[config.mk]
export PLATFORM = sky130hd
export DESIGN_NAME = one_wire_bus_master_flat
export DESIGN_NICKNAME = d
export VERILOG_FILES = /design/src/rtl/one_wire_bus_master_if.sv /design/src/rtl/one_wire_bus_master.sv /design/src/flat_wrapper.sv
export SDC_FILE = /design/constraint.sdc
export NUM_CORES = 1
export LEC_CHECK = 0
export BUFFER_PORTS_ARGS = -buffer_cell sky130_fd_sc_hd__buf_2
export CAP_MARGIN = 15
export CORE_MARGIN = 8
export CORE_UTILIZATION = 51
export DETAILED_ROUTE_END_ITERATION = 7
export GPL_TIMING_DRIVEN = 0
export PLACE_DENSITY = 0.76
export SYNTH_ARGS = -nofsm -noshare
export SYNTH_HDL_FRONTEND = slang
export SYNTH_SLANG_ARGS = --single-unit
export TNS_END_PERCENT = 10
[constraint.sdc]
create_clock -name clk -period 2.6 [get_ports clk]
set_input_delay 0.52 -clock clk [delete_from_list [all_inputs] [get_ports clk]]
set_output_delay 0.52 -clock clk [all_outputs]
set_load 0.05 [all_outputs]
[src/rtl/one_wire_bus_master_if.sv]
// Command, BRAM, receive-buffer and line signals of the 1-wire bus master.
// ow_spu exists only when OW_STRONG_PULLUP_EN is defined.
interface one_wire_bus_master_if;
   logic        write;
   logic [2:0]  read_command;
   logic [7:0]  ROM_command;
   logic [7:0]  Fun_cmd;
   logic [3:0]  data_length;
   logic        read_write;
   logic [55:0] UID_Data;
   logic [7:0]  uid_crc;
   logic [4:0]  bram_raddr;
   logic [7:0]  bram_rdata;
   logic [7:0]  rx_data;
   logic [4:0]  rx_addr;
   logic        rx_we;
   logic        ow_drive_low;
   logic        ow_in;
   logic        ow_busy;
   logic        presence_err;
`ifdef OW_STRONG_PULLUP_EN
   logic        ow_spu;
`endif

   modport master (
      input  write, read_command, ROM_command, Fun_cmd, data_length, read_write,
      input  UID_Data, uid_crc, bram_rdata, ow_in,
      output bram_raddr, rx_data, rx_addr, rx_we, ow_drive_low, ow_busy, presence_err
`ifdef OW_STRONG_PULLUP_EN
      , output ow_spu
`endif
   );

   modport slave (
      output write, read_command, ROM_command, Fun_cmd, data_length, read_write,
      output UID_Data, uid_crc, bram_rdata, ow_in,
      input  bram_raddr, rx_data, rx_addr, rx_we, ow_drive_low, ow_busy, presence_err
`ifdef OW_STRONG_PULLUP_EN
      , input ow_spu
`endif
   );
endinterface

[src/rtl/one_wire_bus_master.sv]
// 1-wire bus master: reset/presence, ROM/UID/CRC/function bytes, then BRAM writes or bus reads.
// Define OW_STRONG_PULLUP_EN to add the ow_spu strong pull-up hold after write transactions.
module one_wire_bus_master #(
   parameter int CLKS_PER_US = 50,
   parameter int T_RSTL_US   = 480,
   parameter int T_PDS_US    = 70,
   parameter int T_LOW1_US   = 6,
   parameter int T_LOW0_US   = 60,
   parameter int T_RDS_US    = 15,
   parameter int T_SLOT_US   = 65,
   parameter int T_SPU_US    = 10
) (
   input logic                   clk,
   input logic                   rst,
   one_wire_bus_master_if.master bus
);
   localparam logic [15:0] RSTL_C = 16'(T_RSTL_US * CLKS_PER_US);
   localparam logic [15:0] PDS_C  = 16'(T_PDS_US  * CLKS_PER_US);
   localparam logic [15:0] LOW1_C = 16'(T_LOW1_US * CLKS_PER_US);
   localparam logic [15:0] LOW0_C = 16'(T_LOW0_US * CLKS_PER_US);
   localparam logic [15:0] RDS_C  = 16'(T_RDS_US  * CLKS_PER_US);
   localparam logic [15:0] SLOT_C = 16'(T_SLOT_US * CLKS_PER_US);
   localparam logic [15:0] SPU_C  = 16'(T_SPU_US  * CLKS_PER_US);

   typedef enum logic [2:0] {IDLE, RST_LOW, RST_WAIT, LOAD, SLOT_LOW, SLOT_REL, NEXT, SPU} state_t;
   typedef enum logic [2:0] {PH_ROM, PH_UID, PH_CRC, PH_FUNC, PH_DATA} phase_t;

   state_t      state, state_nxt;
   phase_t      phase, phase_nxt;
   logic [15:0] cnt, cnt_nxt;
   logic [4:0]  byte_idx, byte_idx_nxt;
   logic [4:0]  data_idx, data_idx_nxt;
   logic [2:0]  bit_cnt, bit_cnt_nxt;
   logic [7:0]  sr, sr_nxt;
   logic        rbit, rbit_nxt;
   logic [2:0]  rc, rc_nxt;
   logic [7:0]  rom, rom_nxt;
   logic [7:0]  fun, fun_nxt;
   logic [3:0]  dlen, dlen_nxt;
   logic        rw, rw_nxt;
   logic [55:0] uid, uid_nxt;
   logic [7:0]  crc, crc_nxt;
   logic [7:0]  rx_data, rx_data_nxt;
   logic [4:0]  rx_addr, rx_addr_nxt;
   logic        rx_we, rx_we_nxt;
   logic        drive, drive_nxt;
   logic        busy, busy_nxt;
   logic        perr, perr_nxt;
   logic        is_read;
   logic        last_byte;
   logic [7:0]  load_byte;
   logic [15:0] low_c;

   assign is_read = (phase == PH_DATA) && !rw;
   assign low_c   = (is_read || sr[0]) ? LOW1_C : LOW0_C;

`ifdef OW_STRONG_PULLUP_EN
   logic spu, spu_nxt;
   logic spu_wanted;
   assign spu_wanted = rw || !((rc == 3'd0) || (rc == 3'd2));
   assign bus.ow_spu = spu;
`endif

   always_comb begin
      load_byte = rom;
      case (phase)
         PH_ROM:  load_byte = rom;
         PH_UID: begin
            case (byte_idx[2:0])
               3'd0:    load_byte = uid[7:0];
               3'd1:    load_byte = uid[15:8];
               3'd2:    load_byte = uid[23:16];
               3'd3:    load_byte = uid[31:24];
               3'd4:    load_byte = uid[39:32];
               3'd5:    load_byte = uid[47:40];
               default: load_byte = uid[55:48];
            endcase
         end
         PH_CRC:  load_byte = crc;
         PH_FUNC: load_byte = fun;
         default: load_byte = bus.bram_rdata;
      endcase
   end

   // Slot timing: one counter runs from the start of each slot so low time, sample point and slot end share it.
   always_comb begin
      state_nxt    = state;
      phase_nxt    = phase;
      cnt_nxt      = cnt;
      byte_idx_nxt = byte_idx;
      data_idx_nxt = data_idx;
      bit_cnt_nxt  = bit_cnt;
      sr_nxt       = sr;
      rbit_nxt     = rbit;
      rc_nxt       = rc;
      rom_nxt      = rom;
      fun_nxt      = fun;
      dlen_nxt     = dlen;
      rw_nxt       = rw;
      uid_nxt      = uid;
      crc_nxt      = crc;
      rx_data_nxt  = rx_data;
      rx_addr_nxt  = rx_addr;
      rx_we_nxt    = 1'b0;
      busy_nxt     = busy;
      perr_nxt     = perr;
      last_byte    = 1'b0;
      case (state)
         IDLE: begin
            if (bus.write) begin
               rc_nxt       = bus.read_command;
               rom_nxt      = bus.ROM_command;
               fun_nxt      = bus.Fun_cmd;
               dlen_nxt     = bus.data_length;
               rw_nxt       = bus.read_write;
               uid_nxt      = bus.UID_Data;
               crc_nxt      = bus.uid_crc;
               phase_nxt    = PH_ROM;
               byte_idx_nxt = '0;
               data_idx_nxt = '0;
               bit_cnt_nxt  = '0;
               cnt_nxt      = '0;
               perr_nxt     = 1'b0;
               busy_nxt     = 1'b1;
               state_nxt    = RST_LOW;
            end
         end
         RST_LOW: begin
            cnt_nxt = cnt + 16'd1;
            if (cnt >= RSTL_C - 16'd1) begin
               cnt_nxt   = '0;
               state_nxt = RST_WAIT;
            end
         end
         RST_WAIT: begin
            cnt_nxt = cnt + 16'd1;
            if ((cnt == PDS_C) && bus.ow_in)
               perr_nxt = 1'b1;
            if (cnt >= RSTL_C - 16'd1) begin
               cnt_nxt   = '0;
               state_nxt = LOAD;
            end
         end
         LOAD: begin
            sr_nxt      = is_read ? 8'h00 : load_byte;
            bit_cnt_nxt = '0;
            cnt_nxt     = '0;
            state_nxt   = SLOT_LOW;
            // Move to the next BRAM address right away so it has a whole byte time to settle.
            if ((phase == PH_DATA) && rw && (data_idx != {1'b0, dlen}))
               data_idx_nxt = data_idx + 5'd1;
         end
         SLOT_LOW: begin
            cnt_nxt = cnt + 16'd1;
            if (cnt >= low_c - 16'd1)
               state_nxt = SLOT_REL;
         end
         SLOT_REL: begin
            cnt_nxt = cnt + 16'd1;
            if (is_read && (cnt == RDS_C))
               rbit_nxt = bus.ow_in;
            if (cnt >= SLOT_C - 16'd1) begin
               cnt_nxt = '0;
               sr_nxt  = is_read ? {rbit, sr[7:1]} : {1'b0, sr[7:1]};
               if (bit_cnt == 3'd7) begin
                  state_nxt = NEXT;
               end else begin
                  bit_cnt_nxt = bit_cnt + 3'd1;
                  state_nxt   = SLOT_LOW;
               end
            end
         end
         NEXT: begin
            if (is_read) begin
               rx_we_nxt   = 1'b1;
               rx_data_nxt = sr;
               rx_addr_nxt = byte_idx;
            end
            state_nxt    = LOAD;
            byte_idx_nxt = '0;
            case (phase)
               PH_ROM: begin
                  if (rc == 3'd0)      phase_nxt = PH_FUNC;
                  else if (rc == 3'd2) phase_nxt = PH_UID;
                  else                 last_byte = 1'b1;
               end
               PH_UID: begin
                  if (byte_idx == 5'd6) phase_nxt = PH_CRC;
                  else                  byte_idx_nxt = byte_idx + 5'd1;
               end
               PH_CRC:  phase_nxt = PH_FUNC;
               PH_FUNC: phase_nxt = PH_DATA;
               default: begin
                  if (byte_idx == {1'b0, dlen}) last_byte = 1'b1;
                  else                          byte_idx_nxt = byte_idx + 5'd1;
               end
            endcase
            if (last_byte) begin
               state_nxt = IDLE;
               busy_nxt  = 1'b0;
`ifdef OW_STRONG_PULLUP_EN
               if (spu_wanted) begin
                  state_nxt = SPU;
                  busy_nxt  = 1'b1;
                  cnt_nxt   = '0;
               end
`endif
            end
         end
         SPU: begin
            cnt_nxt = cnt + 16'd1;
            if (cnt >= SPU_C - 16'd1) begin
               cnt_nxt   = '0;
               busy_nxt  = 1'b0;
               state_nxt = IDLE;
            end
         end
         default: state_nxt = IDLE;
      endcase
      drive_nxt = (state_nxt == RST_LOW) || (state_nxt == SLOT_LOW);
`ifdef OW_STRONG_PULLUP_EN
      spu_nxt = (state_nxt == SPU);
`endif
   end

   always_ff @(posedge clk) begin
      if (rst) begin
         state    <= IDLE;
         phase    <= PH_ROM;
         cnt      <= '0;
         byte_idx <= '0;
         data_idx <= '0;
         bit_cnt  <= '0;
         sr       <= '0;
         rbit     <= 1'b0;
         rc       <= '0;
         rom      <= '0;
         fun      <= '0;
         dlen     <= '0;
         rw       <= 1'b0;
         uid      <= '0;
         crc      <= '0;
         rx_data  <= '0;
         rx_addr  <= '0;
         rx_we    <= 1'b0;
         drive    <= 1'b0;
         busy     <= 1'b0;
         perr     <= 1'b0;
`ifdef OW_STRONG_PULLUP_EN
         spu      <= 1'b0;
`endif
      end else begin
         state    <= state_nxt;
         phase    <= phase_nxt;
         cnt      <= cnt_nxt;
         byte_idx <= byte_idx_nxt;
         data_idx <= data_idx_nxt;
         bit_cnt  <= bit_cnt_nxt;
         sr       <= sr_nxt;
         rbit     <= rbit_nxt;
         rc       <= rc_nxt;
         rom      <= rom_nxt;
         fun      <= fun_nxt;
         dlen     <= dlen_nxt;
         rw       <= rw_nxt;
         uid      <= uid_nxt;
         crc      <= crc_nxt;
         rx_data  <= rx_data_nxt;
         rx_addr  <= rx_addr_nxt;
         rx_we    <= rx_we_nxt;
         drive    <= drive_nxt;
         busy     <= busy_nxt;
         perr     <= perr_nxt;
`ifdef OW_STRONG_PULLUP_EN
         spu      <= spu_nxt;
`endif
      end
   end

   assign bus.bram_raddr   = data_idx;
   assign bus.rx_data      = rx_data;
   assign bus.rx_addr      = rx_addr;
   assign bus.rx_we        = rx_we;
   assign bus.ow_drive_low = drive;
   assign bus.ow_busy      = busy;
   assign bus.presence_err = perr;
endmodule

[src/flat_wrapper.sv]
// flat-port wrapper written by rule: the top's interface ports become plain ports
module one_wire_bus_master_flat 
#(
   parameter int CLKS_PER_US = 50,
   parameter int T_RSTL_US   = 480,
   parameter int T_PDS_US    = 70,
   parameter int T_LOW1_US   = 6,
   parameter int T_LOW0_US   = 60,
   parameter int T_RDS_US    = 15,
   parameter int T_SLOT_US   = 65,
   parameter int T_SPU_US    = 10
)
  (clk, rst, bus_write, bus_read_command, bus_ROM_command, bus_Fun_cmd, bus_data_length, bus_read_write, bus_UID_Data, bus_uid_crc, bus_bram_rdata, bus_ow_in, bus_bram_raddr, bus_rx_data, bus_rx_addr, bus_rx_we, bus_ow_drive_low, bus_ow_busy, bus_presence_err);
  one_wire_bus_master_if bus_i ();
  input logic clk;
  input logic rst;
  input wire logic [$bits(bus_i.write)-1:0] bus_write;
  input wire logic [$bits(bus_i.read_command)-1:0] bus_read_command;
  input wire logic [$bits(bus_i.ROM_command)-1:0] bus_ROM_command;
  input wire logic [$bits(bus_i.Fun_cmd)-1:0] bus_Fun_cmd;
  input wire logic [$bits(bus_i.data_length)-1:0] bus_data_length;
  input wire logic [$bits(bus_i.read_write)-1:0] bus_read_write;
  input wire logic [$bits(bus_i.UID_Data)-1:0] bus_UID_Data;
  input wire logic [$bits(bus_i.uid_crc)-1:0] bus_uid_crc;
  input wire logic [$bits(bus_i.bram_rdata)-1:0] bus_bram_rdata;
  input wire logic [$bits(bus_i.ow_in)-1:0] bus_ow_in;
  output wire logic [$bits(bus_i.bram_raddr)-1:0] bus_bram_raddr;
  output wire logic [$bits(bus_i.rx_data)-1:0] bus_rx_data;
  output wire logic [$bits(bus_i.rx_addr)-1:0] bus_rx_addr;
  output wire logic [$bits(bus_i.rx_we)-1:0] bus_rx_we;
  output wire logic [$bits(bus_i.ow_drive_low)-1:0] bus_ow_drive_low;
  output wire logic [$bits(bus_i.ow_busy)-1:0] bus_ow_busy;
  output wire logic [$bits(bus_i.presence_err)-1:0] bus_presence_err;
  assign bus_i.write = bus_write;
  assign bus_i.read_command = bus_read_command;
  assign bus_i.ROM_command = bus_ROM_command;
  assign bus_i.Fun_cmd = bus_Fun_cmd;
  assign bus_i.data_length = bus_data_length;
  assign bus_i.read_write = bus_read_write;
  assign bus_i.UID_Data = bus_UID_Data;
  assign bus_i.uid_crc = bus_uid_crc;
  assign bus_i.bram_rdata = bus_bram_rdata;
  assign bus_i.ow_in = bus_ow_in;
  assign bus_bram_raddr = bus_i.bram_raddr;
  assign bus_rx_data = bus_i.rx_data;
  assign bus_rx_addr = bus_i.rx_addr;
  assign bus_rx_we = bus_i.rx_we;
  assign bus_ow_drive_low = bus_i.ow_drive_low;
  assign bus_ow_busy = bus_i.ow_busy;
  assign bus_presence_err = bus_i.presence_err;
  one_wire_bus_master #(.CLKS_PER_US(CLKS_PER_US), .T_RSTL_US(T_RSTL_US), .T_PDS_US(T_PDS_US), .T_LOW1_US(T_LOW1_US), .T_LOW0_US(T_LOW0_US), .T_RDS_US(T_RDS_US), .T_SLOT_US(T_SLOT_US), .T_SPU_US(T_SPU_US)) u_core (.clk(clk), .rst(rst), .bus(bus_i));
endmodule
; ---- After elaboration in Yosys (flattened, before gate mapping)
; Index checks and enable logic that the tools add are counted.
[totals]
register_bits = 149
inputBits = 100
output_inout_bits = 22
[op_classes]
n_addsub = 5
magnitude_cmp = 4
n_eq_ne = 35
n_mux = 50
bitwise_logic = 1
n_reduce_logical = 34
[op_table]
columns = op, n
row1 = case mux 16 bit (6 select lines), 1
row2 = 2-to-1 mux 16 bit, 4
row3 = case mux 8 bit (6 select lines), 1
row4 = 2-to-1 mux 3 bit, 12
row5 = case mux 8 bit (4 select lines), 1
row6 = case mux 5 bit (2 select lines), 3
row7 = "equality test 3 bit, second input constant", 9
row8 = 2-to-1 mux 8 bit, 3
row9 = case mux 3 bit (8 select lines), 1
row10 = "equality test 3 x 2 -> 1 bit, second input constant", 7
row11 = 2-to-1 mux 5 bit, 4
row12 = "adder 16 x 1 -> 16 bit, second input constant", 1
row13 = "equality test 16 x 10 -> 1 bit, second input constant", 1
row14 = "equality test 16 x 12 -> 1 bit, second input constant", 1
row15 = "greater-or-equal comparator 16 x 12 -> 1 bit, second input constant", 1
row16 = "greater-or-equal comparator 16 x 15 -> 1 bit, second input constant", 1
row17 = greater-or-equal comparator 16 bit, 1
row18 = "greater-or-equal comparator 16 x 9 -> 1 bit, second input constant", 1
row19 = case mux 8 bit (2 select lines), 1
row20 = "subtractor 16 x 1 -> 16 bit, second input constant", 1
row21 = "equality test 3 x 1 -> 1 bit, second input constant", 4
row22 = logical NOT 3 bit, 4
row23 = 2-to-1 mux 12 bit, 1
row24 = case mux 3 bit (4 select lines), 1
row25 = other kinds (29), 64

; ---- Logic depth before layout (Yosys ltp)
; Gate-level depths: netlist of run 1.
[depth]
ltp_word = 10
depth_mapped = 10

; ---- Worst setup path before layout of run 1
; OpenSTA, ideal clock, no wires.
[synth_timing]
path_type = flip-flop to flip-flop
from = register u_core.byte_idx[2]
to = register u_core.sr[7]
setup_ps = 95
arrival_time_ps = 2445
required_ps = 2505
setup_slack_ps = 60
path_stages_with_launch = 11
n_path_buf = 3
synth_period_minus_slack_ps = 2540
cell_sequence = dfxtp_1 buf_1 clkbuf_1 inv_1 ha_1 buf_1 nor3_1 nand3_1 a31oi_1 a311oi_1 a221oi_1
[synth_via]
elab_chain_len = 5
elab_cells_between_ends = 10
[synth_lines]
columns = element, line
row1 = start: declaration, one_wire_bus_master.sv:31  ; logic [4:0] byte_idx, byte_idx_nxt;
row2 = start signal: assignment, one_wire_bus_master.sv:256  ; byte_idx <= byte_idx_nxt;
row3 = equality test 3 bit (tied with other cells), one_wire_bus_master.sv:69  ; case (byte_idx[2:0])
row4 = case mux 8 bit (6 select lines) *, one_wire_bus_master.sv:69
row5 = case mux 8 bit (4 select lines) *, one_wire_bus_master.sv:66  ; case (phase)
row6 = 2-to-1 mux 8 bit *, one_wire_bus_master.sv:145  ; sr_nxt = is_read ? 8'h00 : load_byte;
row7 = case mux 8 bit (2 select lines) *, one_wire_bus_master.sv:108  ; case (state)
row8 = end signal: assignment, one_wire_bus_master.sv:259  ; sr <= sr_nxt;
row9 = end: declaration, one_wire_bus_master.sv:34  ; logic [7:0] sr, sr_nxt;
; Every way passes the cells marked *; elsewhere a longest branch is shown, timed or not.
; A chain may end at the register's enable or synchronous reset.

; ---- Final worst setup path of run 1
[layout_timing]
from = register u_core.phase[1]
to = register u_core.drive (netlist: u_core.bus.ow_drive_low)
[layout_via]
elab_chain_len = 10
elab_cells_between_ends = 19
[layout_lines]
columns = element, line
row1 = start: declaration, one_wire_bus_master.sv:29  ; phase_t phase, phase_nxt;
row2 = start signal: assignment, one_wire_bus_master.sv:254  ; phase <= phase_nxt;
row3 = equality test 3 bit, one_wire_bus_master.sv:54  ; assign is_read = (phase == PH_DATA) && !rw;
row4 = logical AND 1 bit, one_wire_bus_master.sv:54
row5 = logical OR 1 bit, one_wire_bus_master.sv:55  ; assign low_c = (is_read || sr[0]) ? LOW1_C : LOW0_C;
row6 = 2-to-1 mux 12 bit, one_wire_bus_master.sv:55
row7 = subtractor 16 x 1 -> 16 bit, one_wire_bus_master.sv:155  ; if (cnt >= low_c - 16'd1)
row8 = greater-or-equal comparator 16 bit, one_wire_bus_master.sv:155
row9 = 2-to-1 mux 3 bit, one_wire_bus_master.sv:155
row10 = case mux 3 bit (8 select lines) *, one_wire_bus_master.sv:108
row11 = equality test 3 x 1 -> 1 bit / equality test 3 bit (equally long branches), one_wire_bus_master.sv:220  ; drive_nxt = (state_nxt == RST_LOW) || (state_nxt == SLOT_LOW);
row12 = logical OR 1 bit *, one_wire_bus_master.sv:220
row13 = end signal: assignment, one_wire_bus_master.sv:271  ; drive <= drive_nxt;
row14 = end: declaration, one_wire_bus_master.sv:46  ; logic drive, drive_nxt;
; Every way passes the cells marked *; elsewhere a longest branch is shown, timed or not. The select of a mux whose other input is x is not followed.

==> reports/qor.txt, run 1 <==
Critical-path maximum fanout: 6
Kind of start point of the critical path: register
Worst hold stages: 3
Hold Crit Endpoint: u_core.uid[18]
Util after Layout: 61.52%
Post-route antenna net violation count: 0
Detailed-routing iteration count for the pre-antenna-repair pass: 6
Number of standard-cell rows in the floorplan: 44
Placed Cells: 1,226
Required time of the worst setup path: 2.91 ns
Global placer's final weighted congestion: 0.9104
CTS buffer count: 17
Worst EP arrival: 2.84 ns
Ys async rst share: 0%
GRT Residual Overflow: 0
Routed wire length: 21,980 µm
Transition time at the pin with the least slew margin: 0.8342 ns
Top-area cell type share of the netlist area: 40.66%
Per-cell routed wire length: 17.48 µm
Class of the tightest hold or removal check: in2reg
Cell area after synthesis: 0.007336 mm²
Worst-path clk slew: 0.06 ns
Met2 track demand over resource in global routing: 38.82%
TritonCTS clock tree: built
Dominant register cell in the synthesized netlist: sky130_fd_sc_hd__dfxtp_1
Global-route layer with the greatest usage: met2
Largest net degree at the start of global routing: 17
Fraction of layout instances using a drive strength above 1: 18.83%
Wire length of the first global-routing pass: 34,920 µm
Clk root buf: sky130_fd_sc_hd__clkbuf_16
Hold buffer count at cts: 0
Count of state elements after synthesis: 149
Worst setup EP type: register
Area added between synthesis and finish: 20.04%
Power Density: 596.8 mW/mm²
Initial standard-cell utilization of the core: 51.25%
Mapped Nets: 1,041
Total die area: 0.01848 mm²
Diodes inserted: 0
Area contributors post-synth: sky130_fd_sc_hd__dfxtp_1 (41%), sky130_fd_sc_hd__nand2_1 (12%), sky130_fd_sc_hd__a21oi_1 (7.8%), sky130_fd_sc_hd__ha_1 (3.2%), sky130_fd_sc_hd__clkbuf_1 (2.9%)
Ys Warns: 0
Source of the worst register-to-register timing path: u_core.phase[1]
Vert. Die Dim: 135.9 µm
Max Transition Viols Final: 0
Avg Vias per Cell: 5.780
Netlist cell types: 71
Number of instances in the synthesized netlist: 922
Clock skew after layout: 0.006435 ns
Worst IR Drop VDD: 0.0004829 V
Met3 capacity usage during global routing: 4.952%
Setup repair after global routing missed its margin: true
Top cell type by total area after synthesis: sky130_fd_sc_hd__dfxtp_1
Setup violators final: 0
Fraction of met1 tracks used by global routing: 30.14%
Number of global-route vias before repair: 6,977
Maximum clock frequency: 396.7 MHz
Final #Nets: 1,182
Part of the Yosys area used for sequential elements: 40.66%
Post-Layout Cell Count: 1,257
Share of cell area taken by muxes after synthesis: 2.558%
Count of input and output buffers: 120
Final period utilization: 96.94%
Global-route usage over all layers: 23.80%
Startpoint of the lowest-slack hold path: bus_UID_Data[18]
Kind of critical path: reg2reg
Capture point of the worst reg-to-reg path: u_core.bus.ow_drive_low
Initial antenna violation count: 0
Die extent in x: 135.9 µm
Post-synthesis share of cell area spent on full adders, half adders and majority gates: 3.241%
Share of synthesized cell area in and, or, nand and nor gates: 24.77%
CTS sink cnt: 149
Total of fill cells in the finished design: 1,315
Standard cell core area: 0.01431 mm²
Worst-Skew Late Latency: 0.43 ns
Max Buffers Root-to-Sink: 2
Static Leak: 3.396 nW
Worst reg-to-reg path cell count: 8
Residual DRC count: 0
Vias after detailed routing: 7,266
Count of boundary I/O pins: 122
Number of flops mapped to enable cells by yosys: 0
Setup tns final: 0 ns
CTS H-tree depth: 4
Compound-gate portion of the synthesized area: 21.61%
Syn Area/Cell: 7.956 µm²
Area share of xor/xnor cells in the synthesized design: 2.507%
Max-Cap Viols: 0
DP Wirelength: 16,280 µm
Total power: 5.255 mW
Count of endpoints failing hold in the final timing report: 0
Minimum clock period after layout: 2.521 ns
FF-to-FF setup slack: 0.08 ns
Relative slew margins: 43.80%
Outcome: complete, no violations
Number of design-rule violations left by the first detailed-router iteration: 633
Dominant combinational cell family by area after synthesis: simple AND/OR/NAND/NOR gates
[synth_stat cells (all sizes together) (4+ instances only)]
| library cell | instances |
|---|---|
| buf | 15 |
| nand4 | 6 |
| nor4 | 5 |
| o31ai | 5 |
| a211oi | 5 |
| nor2 | 39 |
| a222oi | 13 |
| nor4b | 4 |
| o311ai | 5 |
| clkbuf | 57 |
| ha | 19 |
| nand2 | 236 |
| nand3 | 23 |
| a311oi | 4 |
| a22oi | 6 |
| inv | 12 |
| and3 | 7 |
| o211ai | 6 |
| nor3 | 15 |
| xnor2 | 10 |
| dfxtp | 149 |
| mux2i | 12 |
| a31oi | 17 |
| xor2 | 11 |
| o2111ai | 4 |
| o21a | 6 |
| or3 | 5 |
| nand4bb | 4 |
| o21ai | 25 |
| nor2b | 6 |
| or2 | 8 |
| nand2b | 6 |
| and2 | 6 |
| and4 | 5 |
| mux2 | 6 |
| a221oi | 12 |
| a21oi | 116 |
[placed cells by master (no fill, tap or decap), types with 4 or more instances in the layout]
cell type                   synthesis  final
sky130_fd_sc_hd__mux2i_1           12     12
sky130_fd_sc_hd__nand4bb_1          4      4
sky130_fd_sc_hd__and3_1             7      7
sky130_fd_sc_hd__buf_4              1      5
sky130_fd_sc_hd__nand4_1            6      6
sky130_fd_sc_hd__a22oi_1            6      6
sky130_fd_sc_hd__clkbuf_1          56     57
sky130_fd_sc_hd__clkbuf_16          0     17
sky130_fd_sc_hd__inv_1             12     12
sky130_fd_sc_hd__a21oi_1          115    115
sky130_fd_sc_hd__and2_1             6      6
sky130_fd_sc_hd__a222oi_1          13     13
sky130_fd_sc_hd__dfxtp_1          149    147
sky130_fd_sc_hd__nor2_1            39     39
sky130_fd_sc_hd__buf_1              7      5
sky130_fd_sc_hd__nand2b_1           6      6
sky130_fd_sc_hd__o211ai_1           6      6
sky130_fd_sc_hd__ha_1              19     18
sky130_fd_sc_hd__and4_1             5      5
sky130_fd_sc_hd__o21a_1             6      6
sky130_fd_sc_hd__nor2b_1            6      6
sky130_fd_sc_hd__nor3_1            14     13
sky130_fd_sc_hd__mux2_2             6      6
sky130_fd_sc_hd__nand2_1          236    236
sky130_fd_sc_hd__a31oi_1           17     14
sky130_fd_sc_hd__xnor2_1           10     10
sky130_fd_sc_hd__xor2_1            11     11
sky130_fd_sc_hd__or2_2              8      7
sky130_fd_sc_hd__or3_1              5      5
sky130_fd_sc_hd__a221oi_1          12     12
sky130_fd_sc_hd__nor4_1             4      4
sky130_fd_sc_hd__o21ai_0           25     25
sky130_fd_sc_hd__nand3_1           23     23
sky130_fd_sc_hd__buf_2              5    125
[routing by layer]
metal / vias up / wire (µm)
met1: 3385 / 9656
met3: 46 / 1497
met4: 0 / 529
li1: 3541 / -
met5: - / 0
met2: 294 / 10290
[metrics by stage]
step	worst slack [ns]	hold slack (ns)	instance area (µm²)
finish	0.07949	0.3258	8806
global route	-0.09601	0.3288	8806
CTS	0.01785	0.3221	8735
detailed placement	-0.6778	0.4443	8167
global placement	-0.6818	0.4401	8167
floorplan	0.05977	0.4310	7336
[cell type report]
| type | instances | area [µm²] | area share (%) |
|---|---|---|---|
| Inverter | 12 | 45.04 | 0.5115 |
| Timing Repair Buffer | 123 | 623.1 | 7.076 |
| Clock buffer | 21 | 460.4 | 5.229 |
| Sequential cell | 149 | 2985 | 33.90 |
| Buffer | 71 | 300.3 | 3.410 |
| Multi-Input combinational cell | 689 | 4081 | 46.35 |
| Clock inverter | 8 | 80.08 | 0.9093 |
| Tap cell | 184 | 230.2 | 2.614 |
[registers in the layout, summed over array words and instances, names as in the netlist]
register                 flops
u_core.bus.ow_drive_low      1
u_core.bus.rx_we             1
u_core.dlen                  4
u_core.uid                  56
u_core.fun                   8
u_core.bus.rx_addr           5
u_core.bus.ow_busy           1
u_core.bus.rx_data           8
u_core.cnt                  16
u_core.state                 3
u_core.rw                    1
u_core.rc                    3
u_core.rom                   8
u_core.phase                 3
u_core.crc                   8
u_core.bus.bram_raddr        5
u_core.byte_idx              5
u_core.bus.presence_err      1
u_core.sr                    8
u_core.bit_cnt               3
u_core.rbit                  1
[critical path, stage by stage, from the launching register on]
cell,delay (ns)
sky130_fd_sc_hd__dfxtp_1,0.37
sky130_fd_sc_hd__nor4b_4,0.44
sky130_fd_sc_hd__or2_4,0.24
sky130_fd_sc_hd__ha_1,0.25
sky130_fd_sc_hd__a211o_1,0.25
sky130_fd_sc_hd__a31oi_1,0.16
sky130_fd_sc_hd__o211ai_1,0.18
sky130_fd_sc_hd__and2_1,0.22
sky130_fd_sc_hd__a2111oi_2,0.30
[worst max path at each step]
stage,startpoint,to,slack (ns),cells past startpoint
after floorplan,u_core.byte_idx[2],u_core.sr[7],0.06,10
after global placement,u_core.byte_idx[2],u_core.sr[3],-0.68,10
after detailed placement,u_core.byte_idx[2],u_core.sr[3],-0.68,10
after CTS,u_core.phase[1],u_core.bus.ow_drive_low,0.02,8
after global routing,u_core.state[2],u_core.uid[24],-0.1,7
final,u_core.phase[1],u_core.bus.ow_drive_low,0.08,8
[repair_timing]
| item | CTS | global route |
|---|---|---|
| pin swaps | 3 | 3 |
| buffers inserted | 0 | 3 |
| resized for setup | 7 | 12 |
| endpoints found under the setup margin | 10 | 39 |
| endpoints found under the hold margin | 0 | 0 |
[where the power goes]
group / internal [mW] / switching [mW] / total, mW
clock network: 1.35 / 0.939 / 2.29
logic: 0.199 / 0.324 / 0.523
registers: 2.38 / 0.0637 / 2.45
[kinds of logic after synthesis]
| group | count (synthesis) |
|---|---|
| adder cells (fa/ha/maj) | 19 |
| AND/OR/NAND/NOR | 392 |
| AO/OA/AOI/OAI | 239 |
| flip-flops | 149 |
| multiplexers | 18 |
| buffers and inverters | 84 |
| XOR/XNOR | 21 |
Power figures use the tool's default switching activity.
==> run 2: changes to the inputs <==
RECOVER_POWER = 50   (was unset)
==> run 2 against run 1 <==
- first-iteration DRC count down 0.16%
- cell count unchanged
- critical path depth did not move
- clock skew fell by 0.00081 ns
- global-route usage stayed put
- non-clock buffer count unchanged
- register-to-register slack hardly changed
- total power barely moved
- sequential share of layout area rose by 0.11 points
- routed wire length up 0.14%
- clock power is essentially flat
- critical path type unchanged
- largest cell class unchanged
- largest power group unchanged
==> reports/qor.txt, run 2 (synthesis gave the netlist of run 1 again) <==
Outcome: complete, no violations
Relative slew margins: 45.06%
Hold_ws: 0.3233 ns
Final period utilization: 96.95%
CTS sink cnt: 149
Diodes inserted: 0
Routed wire length: 22,010 µm
Power Density: 598.7 mW/mm²
Most common cell after layout, fill and taps aside: sky130_fd_sc_hd__nand2_1
Per-cell routed wire length: 17.51 µm
Combinational share of power: 9.9%
Max Buffers Root-to-Sink: 2
Vias after detailed routing: 7,252
Standard cell core area: 0.01431 mm²
Transition time at the pin with the least slew margin: 0.8155 ns
Max Transition Viols Final: 0
Class of the tightest hold or removal check: in2reg
Worst IR Drop VDD: 0.0004882 V
Minimum clock period after layout: 2.521 ns
Largest net degree at the start of global routing: 17
Switch Pwr: 1.329 mW
Gate family responsible for the most delay along the worst path: compound AO/OA/AOI/OAI gates
CTS buffer count: 17
Sum of buffers and inverters on the critical path: 0
Final #Nets: 1,182
Global-route usage over all layers: 23.80%
Count of boundary I/O pins: 122
Switching fraction of total power: 25.29%
Setup repair after global routing missed its margin: true
Global placer's final weighted congestion: 0.9104
Clk root buf: sky130_fd_sc_hd__clkbuf_16
Die extent in x: 135.9 µm
Static Leak: 3.299 nW
GRT Residual Overflow: 0
Worst-path clk slew: 0.06 ns
Total cell area at the placement stage: 0.008167 mm²
Maximum clock frequency: 396.7 MHz
Internal cell power: 3.926 mW
FF-to-FF setup slack: 0.08 ns
Detailed-routing iteration count for the pre-antenna-repair pass: 6
Kind of start point of the critical path: register
Final design instance area without fill: 0.008778 mm²
Total die area: 0.01848 mm²
Biggest cell delay along the critical path: 0.43 ns
Max-Cap Viols: 0
Largest reg by FF count: u_core.uid
Clock power frac: 43.5%
Count of endpoints failing hold in the final timing report: 0
Total power: 5.256 mW
Share of power burned in registers: 46.5%
Kind of critical path: reg2reg
Worst setup EP type: register
Avg Vias per Cell: 5.769
Setup violators final: 0
Initial standard-cell utilization of the core: 51.25%
Residual DRC count: 0
Library cell contributing the largest single delay on the critical path: sky130_fd_sc_hd__nor4b_4
Clock skew after layout: 0.005621 ns
Number of design-rule violations left by the first detailed-router iteration: 632
TritonCTS clock tree: built
Required time of the worst setup path: 2.92 ns
Critical-path maximum fanout: 6
Count of input and output buffers: 120
Cells traversed along the worst timing path: nor4b_4 > or2_4 > ha_1 > a211o_1 > a31oi_1 > o211ai_1 > and2_1 > a2111oi_2
DP Wirelength: 16,280 µm
Wire length of the first global-routing pass: 34,920 µm
Number of flip-flops in the largest register: 56
Post-route antenna net violation count: 0
Area added between synthesis and finish: 19.67%
Fraction of layout instances using a drive strength above 1: 16.78%
Regs by FF count: u_core.uid (56), u_core.cnt (16)
Number of standard-cell rows in the floorplan: 44
CTS H-tree depth: 4
Initial antenna violation count: 0
Worst-Skew Late Latency: 0.43 ns
Number of global-route vias before repair: 6,977
Worst EP arrival: 2.84 ns
Most frequent cells in the layout: sky130_fd_sc_hd__nand2_1 (236), sky130_fd_sc_hd__dfxtp_1 (147), sky130_fd_sc_hd__a21oi_1 (115), sky130_fd_sc_hd__buf_2 (103), sky130_fd_sc_hd__clkbuf_1 (80)
Vert. Die Dim: 135.9 µm
## run 2: power by group through the flow
stage               clock (mW)  sequential, mW  combinational, mW
floorplan                    0            2.48              0.312
global placement             0            2.49              0.502
detailed placement           0            2.49              0.508
CTS                       2.30            2.44              0.512
global route              2.40            2.46              0.579
finish                    2.29            2.45              0.523
## run 2: per-layer routing
metal	GRT usage, %	part of all wire, %	vias to the layer above
met5	0	0	-
li1	-	-	3542
met3	4.952	6.6	48
met2	38.82	47	280
met4	9.396	2.5	0
met1	30.14	44	3382
## run 2: cell type report
class	instances	area, µm²
repair buffers	123	595.6
well taps	184	230.2
flip-flops and latches	149	2985
clock inverters	8	80.08
clock buffers	21	460.4
fillers	1328	5535
multi-input cells	689	4081
plain buffers	71	300.3
inverters	12	45.04
## run 2: worst paths after layout
check              startpoint                       to  depth (start not counted)
min          bus_UID_Data[18]           u_core.uid[18]                          3
max reg2reg   u_core.phase[1]  u_core.bus.ow_drive_low                          8
min reg2reg    u_core.uid[33]           u_core.uid[33]                          2
max           u_core.phase[1]  u_core.bus.ow_drive_low                          8
## run 2: worst min-delay path: cells and delay by family
family,cells,cell delay (ns)
AO/OA/AOI/OAI,1,0.05
buffers and inverters,1,0.10
AND/OR/NAND/NOR,1,0.04
## run 2: per-stage QoR
step | setup WS [ns] | utilization [%] | std cells | TNS, ns
floorplan | 0.05977 | - | 922 | 0
global placement | -0.6818 | 57.05 | 1226 | -5.590
detailed placement | -0.6778 | 57.05 | 1226 | -6.224
CTS | 0.01785 | 61.02 | 1254 | 0
global route | -0.09601 | 61.33 | 1257 | -0.9402
finish | 0.07918 | 61.33 | 1257 | 0
## run 2: what timing repair did
| item | in CTS | in global routing |
|---|---|---|
| setup buffers | 0 | 3 |
| gates resized for setup | 7 | 12 |
| hold buffers | 0 | 0 |
| endpoints found under the setup margin | 10 | 39 |
| pin swaps | 3 | 3 |
==> run 3: changes to the inputs <==
MAX_ROUTING_LAYER = met4   (was unset)
PLACE_DENSITY = unset   (was 0.76)
PLACE_DENSITY_LB_ADDON = 0.3   (was unset)
clock period = 2.3 ns   (was 2.6 ns; I/O delays follow)
==> run 3 against run 2 <==
- the run now ends with setup timing left
- worst setup slack lost 0.11 ns
- clock power grew 10%
- die area is the same
- cell count grew 0.80%
- total power grew 12%
- first-iteration DRC count grew 17%
- routed wire length grew 4.0%
- combinational power grew 18%
- non-clock buffer count grew 9
- global-route usage grew 0.81 points
- count of clock-buffer cells in the layout shrank 3
- critical endpoint is now u_core.state[0]
- largest cell class unchanged
==> reports/qor.txt, run 3 (synthesis gave the netlist of run 1 again) <==
Hold Crit Endpoint: u_core.uid[26]
Post-Layout Cell Count: 1,267
Kind of critical path: reg2reg
Routed wire length: 22,890 µm
Vias after detailed routing: 7,462
Count of input and output buffers: 120
Largest reg by FF count: u_core.uid
Kind of start point of the critical path: register
Initial standard-cell utilization of the core: 51.25%
Transition time at the pin with the least slew margin: 0.7439 ns
Worst EP arrival: 2.60 ns
Required time of the worst setup path: 2.57 ns
Diodes inserted: 0
DP Wirelength: 16,040 µm
Switch Pwr: 1.525 mW
Hold_ws: 0.2733 ns
Number of flip-flops in the largest register: 56
Fraction of layout instances using a drive strength above 1: 21.61%
Initial antenna violation count: 0
GRT Residual Overflow: 0
CTS H-tree depth: 4
Global placer's final weighted congestion: 0.9632
Worst IR Drop VDD: 0.0005631 V
Relative slew margins: 50.23%
Detailed-routing iteration count for the pre-antenna-repair pass: 6
Switching fraction of total power: 25.85%
Avg Vias per Cell: 5.890
Per-cell routed wire length: 18.07 µm
Total of fill cells in the finished design: 1,270
CTS buffer count: 17
Vert. Die Dim: 135.9 µm
Share of power burned in registers: 46.8%
Total die area: 0.01848 mm²
TritonCTS clock tree: built
Combinational share of power: 10.5%
Area of the multi-input gates: 0.004284 mm²
Class of the tightest hold or removal check: in2reg
Sequential standard cell area: 0.003009 mm²
Internal cell power: 4.374 mW
Failing checks: setup timing
Power Density: 648.9 mW/mm²
Most common cell after layout, fill and taps aside: sky130_fd_sc_hd__nand2_1
Outcome: finished with violations
Startpoint of the lowest-slack hold path: bus_UID_Data[26]
Global-route usage over all layers: 24.60%
Minimum clock period after layout: 2.326 ns
Critical-path maximum fanout: 6
Placed Cells: 1,226
Number of global-route vias before repair: 6,959
Die extent in x: 135.9 µm
Setup repair after global routing missed its margin: true
Max-Cap Viols: 0
Residual DRC count: 0
Setup violators final: 1
Worst reg-to-reg path cell count: 9
Source of the worst register-to-register timing path: u_core.rw
FF-to-FF setup slack: -0.03 ns
Regs by FF count: u_core.uid (56), u_core.cnt (16)
Worst setup EP type: register
Clock skew after layout: 0.008329 ns
Final period utilization: 101.1%
Max Transition Viols Final: 0
Final setup margin: -0.02640 ns
Count of boundary I/O pins: 122
Standard cell core area: 0.01431 mm²
Worst-Skew Late Latency: 0.42 ns
Max Buffers Root-to-Sink: 2
Final #Nets: 1,193
Most frequent cells in the layout: sky130_fd_sc_hd__nand2_1 (236), sky130_fd_sc_hd__dfxtp_1 (140), sky130_fd_sc_hd__a21oi_1 (114), sky130_fd_sc_hd__buf_2 (103), sky130_fd_sc_hd__clkbuf_1 (67)
Worst hold stages: 3
Worst-path clk slew: 0.06 ns
Clk root buf: sky130_fd_sc_hd__clkbuf_16
Area added between synthesis and finish: 23.91%
Largest net degree at the start of global routing: 17
Static Leak: 3.445 nW
Capture point of the worst reg-to-reg path: u_core.state[0]
Post-route antenna net violation count: 0
Count of endpoints failing hold in the final timing report: 0
Number of standard-cell rows in the floorplan: 44
Wire length of the first global-routing pass: 34,770 µm
CTS sink cnt: 149
Clock power frac: 42.7%
Maximum clock frequency: 429.8 MHz
Number of design-rule violations left by the first detailed-router iteration: 739
run 3: routing by layer:
metal	GRT usage, %	vias up	share of wire [%]
li1	-	3581	-
met1	29.73	3455	42
met2	38.76	354	47
met5	-	-	0
met3	5.137	72	7.2
met4	11.23	0	3.5
run 3: layout make-up:
type	instances	area share (%)
Clock inverter	10	0.9773
Sequential cell	149	33.10
Clock buffer	18	4.721
Multi-Input combinational cell	691	47.13
Tap cell	184	2.533
Inverter	12	0.4955
Buffer	66	3.290
Timing Repair Buffer	137	7.749
run 3: timing repair:
action	in CTS	in global routing
pin swaps	6	21
gates resized for setup	30	49
gates cloned	1	1
setup buffers	3	14
endpoints found under the setup margin	86	70
hold buffers	0	0
run 3: power groups by stage:
stage,Combinational (mW),Clock (mW),Sequential [mW]
2_1_floorplan,0.353,0,2.80
4_1_cts,0.594,2.53,2.76
6_report,0.618,2.52,2.76
5_1_grt,0.680,2.65,2.77
3_3_place_gp,0.567,0,2.81
3_5_place_dp,0.575,0,2.82
run 3: worst max-delay path: stages (launching register included):
cell and delay (ns):
sky130_fd_sc_hd__dfxtp_4 0.36, sky130_fd_sc_hd__nor4b_4 0.31, sky130_fd_sc_hd__or2_4 0.23, sky130_fd_sc_hd__ha_1 0.24, sky130_fd_sc_hd__o21ai_0 0.07, sky130_fd_sc_hd__nor4b_1 0.35, sky130_fd_sc_hd__o211ai_1 0.20, sky130_fd_sc_hd__buf_4 0.18
sky130_fd_sc_hd__a21oi_2 0.14, sky130_fd_sc_hd__a211oi_2 0.08
run 3: how the worst max path moves through the flow:
stage / from / endpoint / slack, ns / cells after the start
2_1_floorplan: u_core.byte_idx[2] / u_core.sr[7] / -0.03 / 10
3_3_place_gp: u_core.byte_idx[2] / u_core.sr[3] / -0.71 / 10
3_5_place_dp: u_core.byte_idx[2] / u_core.sr[7] / -0.78 / 10
4_1_cts: u_core.rw / u_core.bus.ow_drive_low / -0.10 / 8
5_1_grt: u_core.state[2] / u_core.uid[49] / -0.06 / 7
6_report: u_core.rw / u_core.state[0] / -0.03 / 9
run 3: metrics by stage:
step | instance area (µm²) | power (mW) | TNS (ns) | utilization [%] | worst slack [ns]
2_1_floorplan | 7347 | 3.157 | -0.1355 | - | -0.03409
3_3_place_gp | 8178 | 3.382 | -17.00 | 57.13 | -0.7070
3_5_place_dp | 8178 | 3.391 | -22.62 | 57.13 | -0.7753
4_1_cts | 8841 | 5.886 | -0.1693 | 61.77 | -0.1008
5_1_grt | 9090 | 6.098 | -0.7920 | 63.51 | -0.06442
6_report | 9090 | 5.899 | -0.02640 | 63.51 | -0.02640
